File: src/rtl/sseg_scan_driver.sv
// ============================================================================
// Module   : sseg_scan_driver
// Purpose  : Time-multiplexed, double-buffered hex driver for a common-anode
//            seven-segment bank. Optional macro: SSEG_LEADING_ZERO_BLANK_EN.
// Revision : 1.0
// ============================================================================
`default_nettype none

module sseg_scan_driver #(
  parameter int NUM_DIGITS  = 8,
  parameter int REFRESH_DIV = 100000
) (
  input  logic                    clk,
  input  logic                    rst,
  input  logic                    load,
  input  logic [4*NUM_DIGITS-1:0] value,
  input  logic [NUM_DIGITS-1:0]   dp_in,
  input  logic [NUM_DIGITS-1:0]   digit_en,
  output logic [NUM_DIGITS-1:0]   an,
  output logic [7:0]              sseg,
  output logic                    frame_start
);

  localparam int CNT_W = $clog2(REFRESH_DIV);
  localparam int IDX_W = (NUM_DIGITS > 1) ? $clog2(NUM_DIGITS) : 1;

  localparam logic [CNT_W-1:0] c_cnt_last = CNT_W'(REFRESH_DIV - 1);
  localparam logic [IDX_W-1:0] c_idx_last = IDX_W'(NUM_DIGITS - 1);

  logic [CNT_W-1:0]        r_cnt;
  logic [IDX_W-1:0]        r_idx;
  logic                    r_wrap;
  logic [4*NUM_DIGITS-1:0] r_pend;
  logic [NUM_DIGITS-1:0]   r_pend_dp;
  logic                    r_pend_flag;
  logic [4*NUM_DIGITS-1:0] r_disp;
  logic [NUM_DIGITS-1:0]   r_disp_dp;

  logic                    w_tick;
  logic                    w_boundary;
  logic [3:0]              w_nib;
  logic                    w_dp;
  logic                    w_en;
  logic                    w_blank;
  logic                    w_lit;
  logic [NUM_DIGITS-1:0]   w_an_sel;

  function automatic logic [6:0] glyph(input logic [3:0] nib);
    logic [6:0] seg;
    case (nib)
      4'h0:    seg = 7'h40;
      4'h1:    seg = 7'h79;
      4'h2:    seg = 7'h24;
      4'h3:    seg = 7'h30;
      4'h4:    seg = 7'h19;
      4'h5:    seg = 7'h12;
      4'h6:    seg = 7'h02;
      4'h7:    seg = 7'h78;
      4'h8:    seg = 7'h00;
      4'h9:    seg = 7'h10;
      4'hA:    seg = 7'h08;
      4'hB:    seg = 7'h03;
      4'hC:    seg = 7'h46;
      4'hD:    seg = 7'h21;
      4'hE:    seg = 7'h06;
      default: seg = 7'h0E;
    endcase
    return seg;
  endfunction

  assign w_tick     = (r_cnt == c_cnt_last);
  assign w_boundary = w_tick && (r_idx == c_idx_last);

  // Digit selection by comparison keeps NUM_DIGITS=1 free of out-of-range indexing.
  always_comb begin
    w_nib = 4'h0;
    w_dp  = 1'b0;
    w_en  = 1'b0;
    for (int i = 0; i < NUM_DIGITS; i++) begin
      if (r_idx == IDX_W'(i)) begin
        w_nib = r_disp[4*i +: 4];
        w_dp  = r_disp_dp[i];
        w_en  = digit_en[i];
      end
    end
  end

`ifdef SSEG_LEADING_ZERO_BLANK_EN
  logic [IDX_W-1:0] w_msnz;

  // Highest non-zero nibble; stays 0 for an all-zero value so digit 0 always shows.
  always_comb begin
    w_msnz = '0;
    for (int i = 1; i < NUM_DIGITS; i++) begin
      if (r_disp[4*i +: 4] != 4'h0) begin
        w_msnz = IDX_W'(i);
      end
    end
  end

  assign w_blank = (r_idx > w_msnz);
`else
  assign w_blank = 1'b0;
`endif

  assign w_lit    = w_en && !w_blank;
  assign w_an_sel = ~(NUM_DIGITS'(1) << r_idx);

  // Refresh timing and digit scan.
  always_ff @(posedge clk or posedge rst) begin
    if (rst) begin
      r_cnt       <= '0;
      r_idx       <= '0;
      r_wrap      <= 1'b0;
      frame_start <= 1'b0;
    end else begin
      r_cnt <= w_tick ? '0 : r_cnt + 1'b1;
      if (w_tick) begin
        r_idx <= (r_idx == c_idx_last) ? '0 : r_idx + 1'b1;
      end
      // Delayed one extra cycle so the pulse lines up with digit 0 on the pins.
      r_wrap      <= w_boundary;
      frame_start <= r_wrap;
    end
  end

  // Double buffer: display only changes on a frame boundary.
  always_ff @(posedge clk or posedge rst) begin
    if (rst) begin
      r_pend      <= '0;
      r_pend_dp   <= '0;
      r_pend_flag <= 1'b0;
      r_disp      <= '0;
      r_disp_dp   <= '0;
    end else if (w_boundary) begin
      if (load) begin
        r_disp      <= value;
        r_disp_dp   <= dp_in;
        r_pend_flag <= 1'b0;
      end else if (r_pend_flag) begin
        r_disp      <= r_pend;
        r_disp_dp   <= r_pend_dp;
        r_pend_flag <= 1'b0;
      end
    end else if (load) begin
      r_pend      <= value;
      r_pend_dp   <= dp_in;
      r_pend_flag <= 1'b1;
    end
  end

  // Pin registers; a dark digit also forces every segment off.
  always_ff @(posedge clk or posedge rst) begin
    if (rst) begin
      an   <= '1;
      sseg <= 8'hFF;
    end else begin
      an   <= w_lit ? w_an_sel : '1;
      sseg <= w_lit ? {~w_dp, glyph(w_nib)} : 8'hFF;
    end
  end

endmodule

`default_nettype wire

File: config.mk
export PLATFORM = sky130hd
export DESIGN_NAME = sseg_scan_driver
export DESIGN_NICKNAME = d
export VERILOG_FILES = /design/src/rtl/sseg_scan_driver.sv
export SDC_FILE = /design/constraint.sdc
export NUM_CORES = 1
export LEC_CHECK = 0
export ABC_AREA = 1
export BUFFER_PORTS_ARGS = -buffer_cell sky130_fd_sc_hd__buf_2
export CAP_MARGIN = 20
export CORE_MARGIN = 2
export CORE_UTILIZATION = 30
export DETAILED_ROUTE_END_ITERATION = 7
export GPL_TIMING_DRIVEN = 1
export SYNTH_ARGS = -nofsm -noshare
export SYNTH_HDL_FRONTEND = slang
export SYNTH_SLANG_ARGS = --single-unit
File: constraint.sdc
create_clock -name clk -period 4.34 [get_ports clk]
set_input_delay 0 -clock clk [delete_from_list [all_inputs] [get_ports clk]]
set_output_delay 0 -clock clk [all_outputs]
set_load 0.02 [all_outputs]
==> summary.md <==
| Metric | Value |
|---|---|
| Status | `completed` |
| Drt pass-1 iters | `5` |
| Clock Tree Buf Depth | `2` |
| DRT antenna net count | `0` |
| WHS Path Cells | `3` |
| Number of buffers created by CTS | `17` |
| Setup TNS | `0 ns` |
| Final Skew | `0.00973 ns` |
| Met2 WL post-DR | `6750 µm` |
| Mapped Cells | `778` |
| Placed inst area | `6680 µm²` |
| CP Data Required Time | `4.68 ns` |
| Starting Density | `0.304` |
| Place WS | `1.73 ns` |
| Vias in the first global route | `4872` |
| WL final | `14200 µm` |
| Routed via count | `5048` |
| CTS resizes | `0` |
| Max-slew violations | `0` |
| Net Sw Power | `700 µW` |
| Core area | `20200 µm²` |
| HPWL after DPL | `9890 µm` |
| TritonCTS clock tree | `yes` |
| Area of the mapped netlist | `6130 µm²` |
| Die Wd | `147 µm` |
| Crit path arrival time | `2.98 ns` |
| Ys Warns | `0` |
| Endpoints failing hold | `0` |
| 1st-iter DRT viols | `302` |
| GRT overflow | `0` |
| Clk pin slew, worst setup/hold paths | `0.06 ns` |
| VDD IR-drop max | `216 µV` |
| DIE AREA | `21600 µm²` |
| Startpoint Class | `flip-flop` |
| Worst R2R Start | `r_idx[0]$_DFFE_PP0N_` |
| Placed cell count | `1092` |
| Largest net degree at the start of global routing | `63` |
| Family with the most delay on the worst path | `simple AND/OR/NAND/NOR gates` |
| Ys async rst share | `1.00` |
| Clock power frac | `0.503` |
| Sink Count | `119` |
| Final Worst Setup Slack | `1.70 ns` |
| P&R area growth vs syn | `25.9%` |
| Worst-Margin Slew | `0.930 ns` |
| Worst min path class | `input port to flip-flop` |
| Final #Nets | `948` |
| Kind of end point of the critical path | `flip-flop` |
| Max-cap violations | `0` |
| Sequential area share after synthesis | `0.489` |
| Area share of the largest cell type after synthesis | `0.420` |
| Mapped Nets | `843` |
| Sw Ratio | `0.237` |
| Worst Setup Path Type | `flip-flop to flip-flop` |
| Most used DFF post-synth | `dfrtp_1` |
| First-pass GRT wire length | `23800 µm` |
| Worst reg2reg path depth | `18` |
| Post-CTS Repair Setup Buffers | `0` |
| R2R setup slack | `1.70 ns` |
| Design Area, Final | `7720 µm²` |
| Post-synth cell types | `33` |
| EDFF count, synth | `0` |
| Hold Crit Start | `load` |
| Vias/cell | `4.33` |
| H-tree Lvls | `4` |
| Share of layout cells above drive strength 1 | `0.160` |
| Final period utilization | `0.608` |
| Skew-Pair Late Insertion Delay | `0.42 ns` |
| Yosys reg bits | `119` |
| Cts hold-fix bufs | `42` |
| Root Driver | `clkbuf_16` |
| Ports | `68` |
| Tmin final | `2.64 ns` |
| Setup crit start | `r_idx[0]$_DFFE_PP0N_` |
| RePlAce Congestion | `0.828` |
| DR DRC count | `0` |
| Syn avg cell area | `7.89 µm²` |
| Min Hold Slack | `0.137 ns` |
| Routed len/inst | `12.1 µm` |
| Worst path cell trace | `ha_1 -> ha_1 -> inv_1 -> o21ai_0 -> inv_1 -> nand2_1 -> nand2_1 -> nand2_1 -> nand2_1 -> nand2_1 -> nand2_1 -> nand2_2 -> inv_1 -> ha_1 -> inv_1 -> nand3_1 -> nand3_1 -> nand3_1` |
| Worst Path Max Fanout | `9` |
| Cell Int Power | `2.26 mW` |
| Crit path top cell by count | `nand2_1` |
| Largest area contributor in the netlist | `dfrtp_1` |
| Global-route total usage across every layer | `0.138` |
| Max_slew headroom | `0.380` |
| Pwr dens | `383 nW/µm²` |
| Die Ht | `147 µm` |
| Slowest stage cell, crit path | `dfrtp_1` |
| Final setup vio count | `0` |
| Rows | `52` |
| Fin cells | `1167` |
| Highest metal used | `met4` |
| Initial antenna violation count | `0` |
| Bufs and invs on worst path | `4` |
| Slowest cell delay on critical path | `0.41 ns` |
| Wl on met1 | `6760 µm` |
| Share of power burned in registers | `0.407` |
| FF-to-FF End | `sseg[3]$_DFF_PP1_` |
| Logic gate share of total power | `0.090` |
| Crit. path cell count | `18` |
| Hold EP | `r_pend_flag$_DFFE_PP0P_` |
| IO Port Bufs | `67` |
| Leak Pwr | `3.92 nW` |
| Routed wl met3 | `509 µm` |
| RSZ-0062 raised after global routing | `no` |
| Max Fclk | `0.379 GHz` |
| Synth area leaders | `dfrtp_1 (42%), inv_1 (9.7%), nand2_1 (8.1%)` |
-- metal layers --
metal / track usage / vias up
met1: 0.180 / 2317
li1: - / 2626
met2: 0.228 / 93
met4: 0.0447 / 0
met5: 0 / -
met3: 0.0326 / 12
-- area by class of cell --
class | instances | area [µm²]
fill | 2099 | 12400
sequential | 119 | 3000
multi-input combinational | 470 | 2370
timing repair buffer | 113 | 786
inverter | 162 | 611
clock buffer | 20 | 447
tap | 270 | 338
clock inverter | 12 | 176
antenna | 1 | 2.50
-- placed cells by master, fill, tap and decap left out, types with 2 or more instances in the layout --
cell type	n
bufinv_16	4
clkbuf_16	17
nor2_2	6
nor4_1	3
mux2i_1	18
clkinvlp_4	5
clkinv_2	2
clkbuf_1	2
buf_2	67
dlygate4sd3_1	42
buf_4	4
nand3_1	40
a21oi_1	74
nor2_1	88
dfstp_2	16
nand2_4	2
nand2_2	8
nor3_1	3
dfrtp_1	103
nand2_1	132
inv_2	4
nand4_1	4
o21ai_0	64
ha_1	14
a31oi_1	3
inv_1	157
o21a_1	2
-- cells by family (layout without fill, tap and decap cells) --
logic type,Yosys count,count (layout),synth area share
and+or+nand+nor,291,291,0.204
buffers and inverters,189,307,0.126
AOI/OAI and AO/OA,146,146,0.123
DFF,119,119,0.489
muxes,18,18,0.0294
adders and majority gates,14,14,0.0286
xor gates and xnor gates,1,1,0.00143
other,0,1,0
-- state kept, by name (all words and copies together) (netlist names) --
register	cells
r_idx	3
sseg	8
r_cnt	17
r_wrap	1
r_disp_dp	8
frame_start	1
r_disp	32
r_pend_flag	1
r_pend_dp	8
an	8
r_pend	32
-- metrics by stage --
| stage | total power [mW] | utilization |
|---|---|---|
| 6_report | 2.96 | 0.383 |
| 5_1_grt | 3.09 | 0.383 |
| 4_1_cts | 3.00 | 0.383 |
| 3_5_place_dp | 1.46 | 0.331 |
| 3_3_place_gp | 1.46 | 0.331 |
| 2_1_floorplan | 1.38 | - |
-- worst max-delay path by stage --
| stage | endpoint |
|---|---|
| final | sseg[3]$_DFF_PP1_ |
| after global routing | sseg[3]$_DFF_PP1_ |
| after CTS | sseg[3]$_DFF_PP1_ |
| after detailed placement | sseg[3]$_DFF_PP1_ |
| after global placement | sseg[0]$_DFF_PP1_ |
| after floorplan | frame_start$_DFF_PP0_ |
-- cells in the mapped netlist, drive strengths merged, types with 3 or more instances --
cell    count
buf        15
nand2     142
nor2       95
dfstp      16
ha         14
mux2i      18
o21ai      65
nor4        3
nand4       4
clkbuf     12
inv       162
dfrtp     103
nor3        4
nand3      41
a21oi      75
a31oi       3
-- power by group through the flow --
stage | sequential [mW] | combinational [mW] | clock [mW]
final | 1.20 | 0.266 | 1.49
after CTS | 1.20 | 0.272 | 1.52
after floorplan | 1.22 | 0.159 | 0
after detailed placement | 1.22 | 0.242 | 0
after global placement | 1.22 | 0.239 | 0
after global routing | 1.21 | 0.307 | 1.58
-- worst reg2reg max path: cells and delay by family, from the launching register on --
family                     cells  cell delay, ns
and+or+nand+nor               10            0.82
DFF                            1            0.41
adders and majority gates      3            0.70
buffers and inverters          4            0.52
AOI/OAI and AO/OA              1            0.14
Note: power is estimated with default switching activity, not from simulation.
